### src/rtl/rx_symbol_sampler_pkg.sv
// Shared widths and helpers for the symbol-timing / hard-decision stage.
package rx_symbol_sampler_pkg;

  localparam int unsigned DEF_NB_DATA    = 8;
  localparam int unsigned DEF_OVERSAMPLE = 4;
  localparam int unsigned DEF_WIN_LOG2   = 10;

  // Phase index width for a given oversampling ratio.
  function automatic int unsigned nb_phase(input int unsigned os);
    return int'($clog2(os));
  endfunction

  // Accumulator width; the per-sample energy stays below 2^nb_data.
  function automatic int unsigned nb_acc(input int unsigned nb_data, input int unsigned win_log2);
    return nb_data + win_log2;
  endfunction

  localparam int unsigned DEF_NB_PHASE = nb_phase(DEF_OVERSAMPLE);
  localparam int unsigned DEF_NB_ACC   = nb_acc(DEF_NB_DATA, DEF_WIN_LOG2);

  // Magnitude of an nb-bit two's complement value held sign-extended in 32 bits;
  // the most negative code maps to the largest positive one.
  function automatic logic [31:0] sat_abs(input logic signed [31:0] x, input int unsigned nb);
    logic signed [31:0] min_val;
    min_val = -(32'sd1 <<< (nb - 1));
    if (x == min_val) begin
      return (32'd1 << (nb - 1)) - 32'd1;
    end else if (x < 0) begin
      return unsigned'(-x);
    end else begin
      return unsigned'(x);
    end
  endfunction

endpackage

### src/rtl/rx_symbol_sampler_energy.sv
// Windowed per-phase energy estimator with lowest-index argmax.
module symbol_energy_est
  import rx_symbol_sampler_pkg::*;
#(
  parameter int unsigned NB_DATA    = DEF_NB_DATA,
  parameter int unsigned OVERSAMPLE = DEF_OVERSAMPLE,
  parameter int unsigned WIN_LOG2   = DEF_WIN_LOG2,
  localparam int unsigned NB_PHASE  = nb_phase(OVERSAMPLE),
  localparam int unsigned NB_ACC    = nb_acc(NB_DATA, WIN_LOG2)
) (
  input  logic                       clk,
  input  logic                       rst,
  input  logic                       strobe,
  input  logic [NB_PHASE-1:0]        cnt,
  input  logic signed [NB_DATA-1:0]  sample_i,
  input  logic signed [NB_DATA-1:0]  sample_q,
  output logic [NB_PHASE-1:0]        best_phase_c,
  output logic                       window_end_c
);

  logic [NB_ACC-1:0]   acc      [OVERSAMPLE];
  logic [NB_ACC-1:0]   acc_next [OVERSAMPLE];
  logic [WIN_LOG2-1:0] sym_cnt;
  logic [NB_ACC-1:0]   energy_c;
  logic [NB_ACC-1:0]   best_val_c;
  logic                wrap_c;

  // Per-sample energy |I| + |Q| with saturated magnitudes.
  assign energy_c = NB_ACC'(sat_abs(32'(sample_i), NB_DATA))
                  + NB_ACC'(sat_abs(32'(sample_q), NB_DATA));

  assign wrap_c       = strobe && (cnt == NB_PHASE'(OVERSAMPLE - 1));
  assign window_end_c = wrap_c && (sym_cnt == '1);

  // Next accumulator values (current sample included) and their argmax.
  always_comb begin
    best_phase_c = '0;
    best_val_c   = '0;
    for (int p = 0; p < int'(OVERSAMPLE); p++) begin
      acc_next[p] = acc[p];
      if (strobe && (cnt == NB_PHASE'(p))) begin
        acc_next[p] = acc[p] + energy_c;
      end
      // Strict compare keeps the lowest index on ties.
      if (acc_next[p] > best_val_c) begin
        best_val_c   = acc_next[p];
        best_phase_c = NB_PHASE'(p);
      end
    end
  end

  // Accumulate every strobe; clear everything at window end.
  always_ff @(posedge clk or posedge rst) begin
    if (rst) begin
      for (int p = 0; p < int'(OVERSAMPLE); p++) acc[p] <= '0;
      sym_cnt <= '0;
    end else if (window_end_c) begin
      for (int p = 0; p < int'(OVERSAMPLE); p++) acc[p] <= '0;
      sym_cnt <= '0;
    end else begin
      if (strobe) begin
        for (int p = 0; p < int'(OVERSAMPLE); p++) acc[p] <= acc_next[p];
      end
      if (wrap_c) begin
        sym_cnt <= sym_cnt + WIN_LOG2'(1);
      end
    end
  end

endmodule

### src/rtl/rx_symbol_sampler.sv
// Selects one sampling phase per symbol and emits sign-bit hard decisions
// plus the symbol-rate strobe for the downstream BER checker.
module rx_symbol_sampler
  import rx_symbol_sampler_pkg::*;
#(
  parameter int unsigned NB_DATA    = DEF_NB_DATA,
  parameter int unsigned OVERSAMPLE = DEF_OVERSAMPLE,
  parameter int unsigned WIN_LOG2   = DEF_WIN_LOG2,
  localparam int unsigned NB_PHASE  = nb_phase(OVERSAMPLE)
) (
  input  logic                       clk,
  input  logic                       i_reset,
  input  logic                       i_en_rate_os,
  input  logic signed [NB_DATA-1:0]  i_sample_I,
  input  logic signed [NB_DATA-1:0]  i_sample_Q,
  input  logic                       i_auto_phase,
  input  logic [NB_PHASE-1:0]        i_phase_sel,
  output logic                       o_rx_bit_I,
  output logic                       o_rx_bit_Q,
  output logic                       o_en_rate1,
  output logic [NB_PHASE-1:0]        o_phase,
  output logic                       o_phase_valid
);

  logic [NB_PHASE-1:0] cnt;
  logic [NB_PHASE-1:0] best_phase_c;
  logic                window_end_c;
  logic                wrap_c;
  logic                decide_c;

  assign wrap_c   = i_en_rate_os && (cnt == NB_PHASE'(OVERSAMPLE - 1));
  assign decide_c = i_en_rate_os && (cnt == o_phase);

  symbol_energy_est #(
    .NB_DATA    (NB_DATA),
    .OVERSAMPLE (OVERSAMPLE),
    .WIN_LOG2   (WIN_LOG2)
  ) u_energy_est (
    .clk          (clk),
    .rst          (i_reset),
    .strobe       (i_en_rate_os),
    .cnt          (cnt),
    .sample_i     (i_sample_I),
    .sample_q     (i_sample_Q),
    .best_phase_c (best_phase_c),
    .window_end_c (window_end_c)
  );

  // Sample phase counter, advancing once per sample strobe.
  always_ff @(posedge clk or posedge i_reset) begin
    if (i_reset) begin
      cnt <= '0;
    end else if (i_en_rate_os) begin
      cnt <= (cnt == NB_PHASE'(OVERSAMPLE - 1)) ? '0 : cnt + NB_PHASE'(1);
    end
  end

  // Decisions, symbol strobe, and phase updates confined to symbol boundaries.
  always_ff @(posedge clk or posedge i_reset) begin
    if (i_reset) begin
      o_rx_bit_I    <= 1'b0;
      o_rx_bit_Q    <= 1'b0;
      o_en_rate1    <= 1'b0;
      o_phase       <= '0;
      o_phase_valid <= 1'b0;
    end else begin
      o_en_rate1 <= decide_c;
      if (decide_c) begin
        o_rx_bit_I <= i_sample_I[NB_DATA-1];
        o_rx_bit_Q <= i_sample_Q[NB_DATA-1];
      end
      if (wrap_c) begin
        if (!i_auto_phase) begin
          o_phase <= i_phase_sel;
        end else if (window_end_c) begin
          o_phase <= best_phase_c;
        end
      end
      if (window_end_c) begin
        o_phase_valid <= 1'b1;
      end
    end
  end

endmodule

### config.mk
export PLATFORM = sky130hd
export DESIGN_NAME = rx_symbol_sampler
export DESIGN_NICKNAME = d
export VERILOG_FILES = /design/src/rtl/rx_symbol_sampler_pkg.sv /design/src/rtl/rx_symbol_sampler_energy.sv /design/src/rtl/rx_symbol_sampler.sv
export SDC_FILE = /design/constraint.sdc
export NUM_CORES = 1
export LEC_CHECK = 0
export ABC_AREA = 1
export CAP_MARGIN = 10
export CORE_MARGIN = 3
export CORE_UTILIZATION = 45
export DETAILED_ROUTE_END_ITERATION = 16
export HOLD_SLACK_MARGIN = 0.05
export PLACE_DENSITY = 0.73
export SLEW_MARGIN = 20
export SYNTH_ARGS = -nofsm -noshare
export SYNTH_HDL_FRONTEND = slang
export SYNTH_SLANG_ARGS = --single-unit
### constraint.sdc
create_clock -name clk -period 7.3 [get_ports clk]
set_clock_uncertainty 0.2 [all_clocks]
set_input_delay 0.73 -clock clk [delete_from_list [all_inputs] [get_ports clk]]
set_output_delay 0.73 -clock clk [all_outputs]
set_load 0.1 [all_outputs]
==> metrics <==
main combinational cell family by area after synthesis=simple AND/OR/NAND/NOR gates; crit share post-route=116.6%; Clock transition at path regs=0.07 ns; kind of critical path=in2reg; CTS H-Tree Depth=3; Starting Density=46.09%; initial antenna violation count=0; CP Capture Type=flip-flop; Slowest cell on crit path=clkdlybuf4s50_1; TritonCTS clock tree=yes; Max Slew Vio Count=0; critical path peak fanout=12; hold crit path type=reg2reg; I/O pin cnt=28; DRT Pass-1 Iters=7; share of post-route cells with drive strength above 1=26.27%; Reg-to-Reg Start=u_energy_est.acc[54]; Routability Congestion=0.9802; Post-synth top flop=dfrtp_1; startpoint types=input port; dpl hpwl=about 28000 um; Max Cap Viol=0; Inst Count DP=2108; Final Worst Setup Slack=-1.215 ns; synth warn=0; Residual DRC=0; fin cells=between 2000 and 2500; failing checks=setup timing; die area=0.02520 sq mm; Clk Latency, worst-skew pair=0.37 ns; slew at the pin closest to its max-slew limit=about 1 ns; FF+latch count, synth=90; Place WS=-1.989 ns; die height=158.7 um; critical path arrival=8.61 ns; EDFF count, synth=0; min-delay src=o_phase_valid; Syn Area/Cell=~6.7 sq um; post-synthesis sequential area ratio=21.45%; count of final setup violators=2; Final nets=just over 2000; Worst slew margin=~33%; WL per Instance=between 15 and 20 um; Vias per Instance=5.417; Adder-Cell Fraction of Synth Area=18.47%; Fin. Hold Viols=0; Distinct cells, synth=58; Syn-to-layout area delta=36.32%; R2R setup slack=0.63 ns; Routed WL=36190 um; Synth Area in Simple Gates=30.84%; Required @ worst endpoint=7.40 ns; Post-Syn Area=~0.010 sq mm; Max Root-Sink Buffers=2; Crit path largest cell delay=0.49 ns; largest net degree at the start of global routing=74; Setup crit start=i_sample_Q[7]; initial DRC count=about 1100; Finished Core Util=62.83%; global route overflow=0; num rows=55; via count=11738; post-synthesis mux area share=0.3814%; # diodes=0; Async S/R FF share, synth=100.0%; RSZ-0062 raised after global routing=true; Clock Sinks=90; Root Buffer=clkbuf_16; gr usage total=27.22%; global-route wire length before repair=roughly 56000 um; # hold bufs at CTS=0; min Tclk post-route=between 8 and 9 ns; Die X=158.7 um; outcome=finished, violations left; vias in the first global route=11344; Post-Syn Instances=1558; maximum clock frequency=117.4 MHz; Synth Area in Compound Gates=roughly 16%; core area=0.02278 sq mm; Post-Synth XOR/XNOR Area=5.172%; worst hold slack=~0.29 ns; CTS Buf Count=9; port bufs=27; Routed Antenna Nets=0
==> registers in the layout, summed over array words and instances (netlist names) <==
| register | count |
|---|---|
| cnt | 2 |
| o_en_rate1 | 1 |
| o_phase | 2 |
| o_phase_valid | 1 |
| o_rx_bit_I | 1 |
| o_rx_bit_Q | 1 |
| u_energy_est.acc | 72 |
| u_energy_est.sym_cnt | 10 |
==> path summary, 6_finish.rpt <==
kind / depth (start not counted) / endpoint
hold / removal: 1 / o_phase_valid
setup reg to reg: 38 / o_phase[1]
hold reg to reg: 1 / o_phase_valid
max in group asynchronous: 3 / o_rx_bit_I
setup / recovery: 52 / o_phase[1]
min in group asynchronous: 2 / u_energy_est.acc[15]
==> stage by stage <==
stage | area, sq um | setup TNS [ns]
final | 14310 | -2.407
after global routing | 14310 | -3.073
after CTS | 13920 | -1.768
after detailed placement | 12830 | -3.953
after global placement | 12830 | -3.583
after floorplan | 10650 | -1.012
==> synth_stat cells (2+ instances only) <==
master | instances | area [sq um]
nor3_1 | 15 | 75.07
buf_4 | 2 | 15.01
a21o_1 | 7 | 52.55
dfrtp_1 | 90 | 2252
o211ai_1 | 4 | 30.03
a21oi_1 | 122 | 610.6
nand2_1 | 390 | 1464
o22ai_1 | 2 | 12.51
mux2i_1 | 4 | 40.04
ha_1 | 147 | 1839
xor2_1 | 25 | 219.0
a21boi_0 | 3 | 22.52
buf_2 | 9 | 45.04
clkbuf_1 | 12 | 45.04
nor3b_1 | 3 | 22.52
xnor2_1 | 37 | 324.1
o21ai_2 | 9 | 78.83
nor4_1 | 3 | 18.77
fa_1 | 5 | 100.1
nand3_2 | 4 | 40.04
nand4_1 | 19 | 118.9
o21ai_1 | 20 | 100.1
o21ai_0 | 85 | 425.4
o21bai_1 | 10 | 75.07
nor2_1 | 167 | 626.9
and2_1 | 13 | 81.33
or2_2 | 17 | 106.4
nand3b_1 | 7 | 52.55
o21a_1 | 16 | 120.1
or2_1 | 2 | 12.51
nand2_2 | 10 | 62.56
buf_6 | 2 | 22.52
nand3_1 | 90 | 450.4
o2111ai_1 | 3 | 26.28
inv_2 | 4 | 15.01
o31ai_1 | 3 | 22.52
inv_1 | 175 | 656.9
a21oi_2 | 2 | 17.52
==> layout by cell type (no fill, tap or decap), drive strengths merged, types with 4 or more instances in the layout <==
cell           Yosys  routed
dfrtp             90      90
mux2i              4       4
a21boi             5       5
nor4               4       4
o21bai            10      10
o21a              16      16
clkdlybuf4s15      0       5
nand3             94      94
a21o               7       7
a21oi            124     124
xor2              25      25
clkbuf            13      11
nand4             20      20
buf               15     263
xnor2             37      37
nor2             169     169
fa                 5       5
nand2            401     402
o21ai            114     114
conb               1      18
o211ai             5       5
or2               20      20
nor3              16      16
ha               147     147
and2              13      13
nand3b             7       7
inv              180     181
clkdlybuf4s50      0      18
==> logic make-up (layout without fill, tap and decap cells) <==
family | Yosys count | after routing
DFF | 90 | 90
muxes | 4 | 4
buffers and inverters | 208 | 486
xor gates and xnor gates | 62 | 62
adders and majority gates | 152 | 152
AOI/OAI and AO/OA | 292 | 292
and+or+nand+nor | 749 | 750
other | 1 | 18
==> layer usage <==
metal	vias to the layer above	GRT usage, %	part of all wire, %
met4	0	10.07	3.7
met3	102	3.418	6.0
met1	5479	35.06	43
met5	-	0	0
met2	438	46.75	47
li1	5719	-	-
==> final cells by class <==
| cell class | instances | area [sq um] |
|---|---|---|
| repair inverters | 1 | 7.507 |
| repair buffers | 289 | 2317 |
| clock buffers | 11 | 252.7 |
| flip-flops and latches | 90 | 2252 |
| fillers | 1944 | 8466 |
| inverters | 180 | 691.9 |
| well taps | 313 | 391.6 |
| multi-input cells | 1278 | 8339 |
| clock inverters | 5 | 60.06 |
==> worst max-delay path: cells and delay by family <==
family                     cells  cell delay (ns)
xor gates and xnor gates       1             0.32
and+or+nand+nor               27             3.32
AOI/OAI and AO/OA             11             1.48
buffers and inverters          8             1.37
adders and majority gates      5             1.37
==> repair_timing <==
item,4_1_cts,5_1_grt
endpoints found under the setup margin,2,2
pin swaps,71,63
cloned,3,0
buffers inserted,32,9
resized for setup,126,76
Power is not shown: default switching activity piles up to over one toggle a cycle in this logic, so the estimate is an artifact.
